### src/rtl/axi_to_lpi_slave_bridge.sv
// AXI slave to LPI master bridge: replays every AXI burst beat as one
// single-word LPI request, one transaction in flight at a time.
// Optional feature: define AXI2LPI_WRAP_BURST_EN to honour WRAP bursts;
// without it WRAP bursts step like INCR and no wrap logic is built.
//
// state | meaning
// ------+------------------------------------------------------------
// IDLE  | arbitrate AW vs AR, capture burst parameters on handshake
// WR_Q  | W beats flow straight through to LPI write requests
// WR_B  | hold write response until accepted
// RD_Q  | issue one LPI read request for the current beat
// RD_Y  | wait for the LPI read reply
// RD_R  | present registered read data on R until accepted
module axi_to_lpi_slave_bridge #(
    parameter int BW_ADDR = 32,
    parameter int BW_DATA = 32
) (
    input  logic                 clk,
    input  logic                 rst,
    input  logic [BW_ADDR-1:0]   rxawaddr,
    input  logic [7:0]           rxawlen,
    input  logic [1:0]           rxawburst,
    input  logic                 rxawvalid,
    output logic                 rxawready,
    input  logic [BW_DATA-1:0]   rxwdata,
    input  logic [BW_DATA/8-1:0] rxwstrb,
    input  logic                 rxwvalid,
    output logic                 rxwready,
    output logic                 rxbvalid,
    input  logic                 rxbready,
    input  logic [BW_ADDR-1:0]   rxaraddr,
    input  logic [7:0]           rxarlen,
    input  logic [1:0]           rxarburst,
    input  logic                 rxarvalid,
    output logic                 rxarready,
    output logic [BW_DATA-1:0]   rxrdata,
    output logic                 rxrlast,
    output logic                 rxrvalid,
    input  logic                 rxrready,
    output logic                 lpi_qvalid,
    input  logic                 lpi_qready,
    output logic                 lpi_qwrite,
    output logic [BW_ADDR-1:0]   lpi_qaddr,
    output logic [BW_DATA-1:0]   lpi_qwdata,
    output logic [BW_DATA/8-1:0] lpi_qstrb,
    input  logic                 lpi_yvalid,
    input  logic [BW_DATA-1:0]   lpi_ydata
);

    localparam int NB = BW_DATA / 8;
    localparam logic [BW_ADDR-1:0] NB_A       = BW_ADDR'(NB);
    localparam logic [BW_ADDR-1:0] ALIGN_MASK = ~BW_ADDR'(NB - 1);

    typedef enum logic [2:0] {IDLE, WR_Q, WR_B, RD_Q, RD_Y, RD_R} state_t;

    state_t             state, state_nx;
    logic               wr_prio;
    logic [BW_ADDR-1:0] addr_q, addr_nx;
    logic [7:0]         len_q, cnt_q;
    logic [1:0]         burst_q;
    logic [BW_DATA-1:0] rdata_q;
    logic               grant_wr, grant_rd, last_beat;
    logic               aw_hs, ar_hs, w_hs, r_hs;

    // With both requests pending, the priority pointer picks the winner
    assign grant_wr  = rxawvalid & (~rxarvalid | wr_prio);
    assign grant_rd  = rxarvalid & (~rxawvalid | ~wr_prio);
    assign last_beat = (cnt_q == len_q);

    assign aw_hs = rxawvalid & rxawready;
    assign ar_hs = rxarvalid & rxarready;
    assign w_hs  = rxwvalid & rxwready;
    assign r_hs  = rxrvalid & rxrready;

    assign lpi_qaddr  = addr_q;
    assign lpi_qwdata = rxwdata;
    assign rxrdata    = rdata_q;

`ifdef AXI2LPI_WRAP_BURST_EN
    logic [BW_ADDR-1:0] wrap_mask;
    logic               wrap_ok;

    // Next beat address; WRAP only wraps for 2/4/8/16-beat bursts
    always_comb begin
        wrap_ok   = (burst_q == 2'b10) &&
                    (len_q == 8'd1 || len_q == 8'd3 || len_q == 8'd7 || len_q == 8'd15);
        wrap_mask = BW_ADDR'((int'(len_q) + 1) * NB - 1);
        addr_nx   = addr_q + NB_A;
        if (burst_q == 2'b00)
            addr_nx = addr_q;
        else if (wrap_ok)
            addr_nx = (addr_q & ~wrap_mask) | ((addr_q + NB_A) & wrap_mask);
    end
`else
    // Next beat address; FIXED holds, everything else increments
    always_comb begin
        addr_nx = addr_q + NB_A;
        if (burst_q == 2'b00)
            addr_nx = addr_q;
    end
`endif

    // State register
    always_ff @(posedge clk) begin
        if (rst)
            state <= IDLE;
        else
            state <= state_nx;
    end

    // Next state and handshake outputs; everything idles while in reset
    always_comb begin
        state_nx   = state;
        rxawready  = 1'b0;
        rxarready  = 1'b0;
        rxwready   = 1'b0;
        rxbvalid   = 1'b0;
        rxrvalid   = 1'b0;
        rxrlast    = 1'b0;
        lpi_qvalid = 1'b0;
        lpi_qwrite = 1'b0;
        lpi_qstrb  = '1;
        if (!rst) begin
            case (state)
                IDLE: begin
                    rxawready = grant_wr;
                    rxarready = grant_rd;
                    if (grant_wr)
                        state_nx = WR_Q;
                    else if (grant_rd)
                        state_nx = RD_Q;
                end
                WR_Q: begin
                    lpi_qvalid = rxwvalid;
                    rxwready   = lpi_qready;
                    lpi_qwrite = 1'b1;
                    lpi_qstrb  = rxwstrb;
                    if (rxwvalid && lpi_qready && last_beat)
                        state_nx = WR_B;
                end
                WR_B: begin
                    rxbvalid = 1'b1;
                    if (rxbready)
                        state_nx = IDLE;
                end
                RD_Q: begin
                    lpi_qvalid = 1'b1;
                    if (lpi_qready)
                        state_nx = RD_Y;
                end
                RD_Y: begin
                    if (lpi_yvalid)
                        state_nx = RD_R;
                end
                RD_R: begin
                    rxrvalid = 1'b1;
                    rxrlast  = last_beat;
                    if (rxrready)
                        state_nx = last_beat ? IDLE : RD_Q;
                end
                default: state_nx = IDLE;
            endcase
        end
    end

    // Burst bookkeeping: capture on grant, advance on every completed beat
    always_ff @(posedge clk) begin
        if (rst) begin
            wr_prio <= 1'b1;
            addr_q  <= '0;
            len_q   <= '0;
            burst_q <= '0;
            cnt_q   <= '0;
            rdata_q <= '0;
        end else begin
            if (aw_hs) begin
                wr_prio <= ~wr_prio;
                addr_q  <= rxawaddr & ALIGN_MASK;
                len_q   <= rxawlen;
                burst_q <= rxawburst;
                cnt_q   <= '0;
            end else if (ar_hs) begin
                wr_prio <= ~wr_prio;
                addr_q  <= rxaraddr & ALIGN_MASK;
                len_q   <= rxarlen;
                burst_q <= rxarburst;
                cnt_q   <= '0;
            end else if (w_hs || r_hs) begin
                addr_q <= addr_nx;
                cnt_q  <= cnt_q + 8'd1;
            end
            if (state == RD_Y && lpi_yvalid)
                rdata_q <= lpi_ydata;
        end
    end

endmodule
### config.mk
export PLATFORM = sky130hd
export DESIGN_NAME = axi_to_lpi_slave_bridge
export DESIGN_NICKNAME = d
export VERILOG_FILES = /design/src/rtl/axi_to_lpi_slave_bridge.sv
export SDC_FILE = /design/constraint.sdc
export NUM_CORES = 1
export LEC_CHECK = 0
export BUFFER_PORTS_ARGS = -buffer_cell sky130_fd_sc_hd__buf_2
export CORE_UTILIZATION = 39
export CTS_CLUSTER_SIZE = 40
export DETAILED_ROUTE_END_ITERATION = 16
export PLACE_DENSITY = 0.72
export SYNTH_ARGS = -nofsm -noshare
export SYNTH_HDL_FRONTEND = slang
export SYNTH_SLANG_ARGS = --single-unit
### constraint.sdc
create_clock -name clk -period 6.38 [get_ports clk]
set_clock_uncertainty 0.05 [all_clocks]
set_input_delay 0.957 -clock clk [delete_from_list [all_inputs] [get_ports clk]]
set_output_delay 0.957 -clock clk [all_outputs]
set_load 0.1 [all_outputs]
==> After elaboration in Yosys (flattened, before gate mapping) <==
Cells that the tools add are included.
{ "totals": {"output_inout_bits": 108, "in_bits": 161, "word_cells": 84, "ff_bits": 86} }
{ "op_classes": {"addsub": 2, "muxes": 37, "eq_ne": 13, "bitwise": 12, "reduce_logical": 12} }
{ "op_table": {"columns": ["operator", "count"], "rows": [
  ["2-to-1 mux 32 bit", 4],
  ["adder 32 x 3 -> 32 bit (second input constant)", 1],
  ["2-to-1 mux 3 bit", 7],
  ["case mux 3 bit (6 select lines)", 1],
  ["2-to-1 mux 1 bit", 17],
  ["2-to-1 mux 8 bit", 2],
  ["!= test 2 bit (second input constant)", 5],
  ["adder 8 x 1 -> 8 bit (second input constant)", 1],
  ["equality test 8 bit", 1],
  ["2-to-1 mux 4 bit", 2],
  ["bitwise AND 1 bit", 6],
  ["equality test 3 x 2 -> 1 bit (second input constant)", 2],
  ["equality test 3 bit (second input constant)", 2],
  ["2-to-1 mux 2 bit", 3],
  ["!= test 3 bit (second input constant)", 2],
  ["AND reduction 6 bit", 1],
  ["NOT 1 bit", 4],
  ["AND reduction 2 bit", 2],
  ["equality test 3 x 1 -> 1 bit (second input constant)", 1],
  ["logical AND 1 bit", 3],
  ["logical NOT 3 bit", 1],
  ["nonzero test 3 bit", 1],
  ["OR reduction 3 bit", 1],
  ["logical NOT 2 bit", 1],
  ["other kinds (4)", 5]
]} }

==> Depth between registers and ports, before layout <==
{ "logic_depth": {"depth_word": 8, "depth_mapped": 8} }

==> Least setup slack after synthesis <==
OpenSTA, ideal clock, no wires.
{ "synth_path": {"path_type": "input port to output port", "start": "input port rst", "end": "output port lpi_qstrb[0]", "cell_stages": 3, "n_path_buf": 1, "arrival_time_ns": 4.759, "path_slack_ns": 0.614, "cell_sequence": "clkbuf_8 nor3_1 nand2b_1"} }
{ "synth_between": {"elab_chain_len": 1} }
{ "synth_rtl": {"columns": ["element", "line", "rtl"], "rows": [
  ["start, declared", "19", "input logic rst,"],
  ["2-to-1 mux 4 bit", "123", "if (!rst) begin"],
  ["end, declared", "45", "output logic [BW_DATA/8-1:0] lpi_qstrb,"]
]} }
Every way passes these cells.

==> Worst setup path in the final report <==
{ "layout_path": {"start": "input port rxawvalid", "end": "output port rxarready"} }
{ "layout_between": {"elab_chain_len": 5} }
{ "layout_rtl": {"columns": ["element", "line", "rtl"], "rows": [
  ["start, declared", "23", "input logic rxawvalid,"],
  ["NOT 1 bit", "67", "assign grant_rd = rxarvalid & (~rxawvalid | ~wr_prio);"],
  ["bitwise OR 1 bit", "67", null],
  ["bitwise AND 1 bit", "67", null],
  ["2-to-1 mux 1 bit", "124", "case (state)"],
  ["2-to-1 mux 1 bit", "123", null],
  ["end, declared", "35", "output logic rxarready,"]
]} }
Every way passes these cells.

==> impl_metrics.ini <==
[outcome]
status = finished clean

[yosys]
synth.most_common_cell = nand2_1
yosys_register_bits = 84
synth.distinct_cells = 69
synth_edf_count = 0
synth_warnings = 0
ys_top_cells_by_count = 108 x nand2_1, 84 x dfxtp_1, 65 x a21oi_1
seq_area_frac_synth = 0.353
synthCells = 605
async_flop_share = 0
synthTopCellsByArea = dfxtp_1 35%, nand2_1 8.5%, a21oi_1 6.8%
synth.avg_cell_area_um2 = 7.88
synth_top_area_cell = dfxtp_1
synth_top_area_share = 0.353
synth_area_mm2 = 0.00477
ys.flop_type = dfxtp_1

[setup_path]
critPathRequiredTime_ps = 5370
startpoint_type = input pin
cp_slowest_cell = nand2_1
crit_start = rxawvalid
cp_common_cell = buf_2
arrival_ps = 3220
crit_fanout = 22
r2r_start = state[0]$_SDFFE_PP0P_
path_cells = buf_2 > a21boi_1 > nand2_1 > inv_2 > buf_4 > buf_2
endpoint_kind = output port
max_stage_delay_ps = 640
critical_path.top_delay_family = buffers and inverters
worst-path-buf-inv = 4
criticalPathCategory = input pin to output port

[clocking]
cts_resized = 0
h-tree-depth = 3
cts_num_sinks = 84
cts_buffers = 9
clock_path_buffers = 2
cts_setup_buffers = 0
clock_tree.root_cell = clkbuf_16
cts_tree = yes
holdBufCountCts = 0
clk_latency_ps = 340
clkSlewWorstSetupHoldPaths_ps = 60

[sta]
min_period_ps = 4230
slew_headroom = 0.240
finalMaxSlewViolations = 0
worst_pin_slew_ps = 1140
fmax_mhz = 237
setup_viol = 0
rsz0062_at_grt = no
tns_ps = 0
hold_viol = 0
timing.final.crit_share = 0.663

[floorplanning]
die-width_um = 113
die-area_mm2 = 0.0127
fp.dieH_um = 113
start_util = 0.399
core_mm2 = 0.0120
rows = 40
ioPinCount = 269

[cells_and_area]
drive_gt1_frac = 0.311
stdcell_count = 900
final_nets = 910
synthToLayoutAreaGrowth_pct = 22.5
post-route-util = 0.488

[drt]
wl_per_cell_um = 15.8
ant_nets = 0
via_per_inst = 5.51
firstDrtPassIters = 5
vias = 4961
first_iter_violations = 411
drc = 0
routed_wl_um = 14200

[global_route]
grt_first_pass_wirelength_um = 22200
grt_usage = 0.222
antenna_found_initial = 3
grt_overflow = 0
grt_max_degree = 50
grt_pass1_vias = 4443

[placement]
dpl.cell_count = 883
numPortBuffers = 198
gp_congestion = 0.864
dp_hpwl_um = 10100

[job]
maxCapViolations = 0

[pwr]
power_density_mw_per_mm2 = 384
p_seq_frac = 0.323
ir_drop_mv = 0.164
finalPower_uw = 2240
p_leak_uw = 0.00253
p_switching_uw = 1050
clkPwrFrac = 0.253
internal_power_uw = 1190
p_sw_frac = 0.470
power_frac_comb = 0.424

[min_path]
hold_class = register to register
hold_path_startpoint = rxrdata[4]$_SDFFE_PP0P_
## worst paths after layout
path	end	cells after the start	slack (ps)
worst max-delay path	rxarready	6	2150
worst min-delay path	rxrdata[4]$_SDFFE_PP0P_	2	400
worst max register to register	lpi_qaddr[27]$_SDFFE_PP0P_	7	3170
worst min register to register	rxrdata[4]$_SDFFE_PP0P_	2	400
## cells by family (layout without fill, tap and decap cells)
logic type	Yosys count	after routing	share of synthesized area
and+or+nand+nor	221	221	0.225
AOI/OAI and AO/OA	185	185	0.257
DFF	84	84	0.353
buffers and inverters	84	230	0.106
xor gates and xnor gates	24	24	0.0441
muxes	4	4	0.00892
adders and majority gates	2	2	0.00525
other	1	3	0.000787
## layout make-up
cell class | count | area, µm²
Fill cell | 1201 | 6120
Multi-Input combinational cell | 438 | 2580
Sequential cell | 84 | 1680
Timing Repair Buffer | 203 | 1030
Clock buffer | 12 | 246
Tap cell | 147 | 184
Clock inverter | 4 | 72.6
Inverter | 11 | 41.3
Antenna cell | 1 | 2.50
## sequential cells by signal (all words and copies together) (netlist names)
register and cells:
rxrdata 32, lpi_qaddr 30, cnt_q 8, len_q 8, state 3, burst_q 2
wr_prio 1
## metrics by stage
stage / hold WS, ps / worst slack (ps) / cell area, µm²
floorplan: 416 / 614 / 4770
global placement: 390 / 2170 / 5520
detailed placement: 393 / 2150 / 5520
CTS: 401 / 2050 / 5840
global route: 417 / 1960 / 5840
finish: 401 / 2150 / 5840
## power by group through the flow
stage	logic [µW]	registers (µW)	clock network (µW)
2_1_floorplan	544	1050	0
3_3_place_gp	940	732	0
3_5_place_dp	947	733	0
4_1_cts	950	722	578
5_1_grt	1010	737	600
6_report	950	724	567
## worst register-to-register path: stages, from the launching register on
cell and delay [ps]:
dfxtp_1 480, nor4_4 630, nand3_1 650, inv_1 370, buf_4 380, a22oi_1 160, a21o_1 190, a211oi_1 220
## layer usage
metal	up-vias	track usage	part of all wire	wire, µm
li1	2446	-	-	-
met1	2255	0.281	0.44	6230
met2	218	0.360	0.47	6630
met3	38	0.0524	0.076	1080
met4	4	0.0924	0.019	270
met5	-	0	0.0020	29
## layout by cell type (no fill, tap or decap), drive strengths merged, types with 3 or more instances in the layout
cell type and count:
nand2 108, a211oi 4, a32o 3, nand4 19
nand3 17, nand2b 7, a21o 4, o31a 4
o211ai 4, nand4b 3, clkbuf 12, xor2 19
a31oi 7, inv 11, a22oi 20, nor2 26
and3 3, or3 3, o32ai 4, a221oi 3
nor3 11, nor4 9, a21oi 66, o221ai 5
o21ai 28, dfxtp 84, o22ai 4, xnor2 5
o21a 8, and2 5, buf 203
Note: power is estimated with default switching activity, not from simulation.
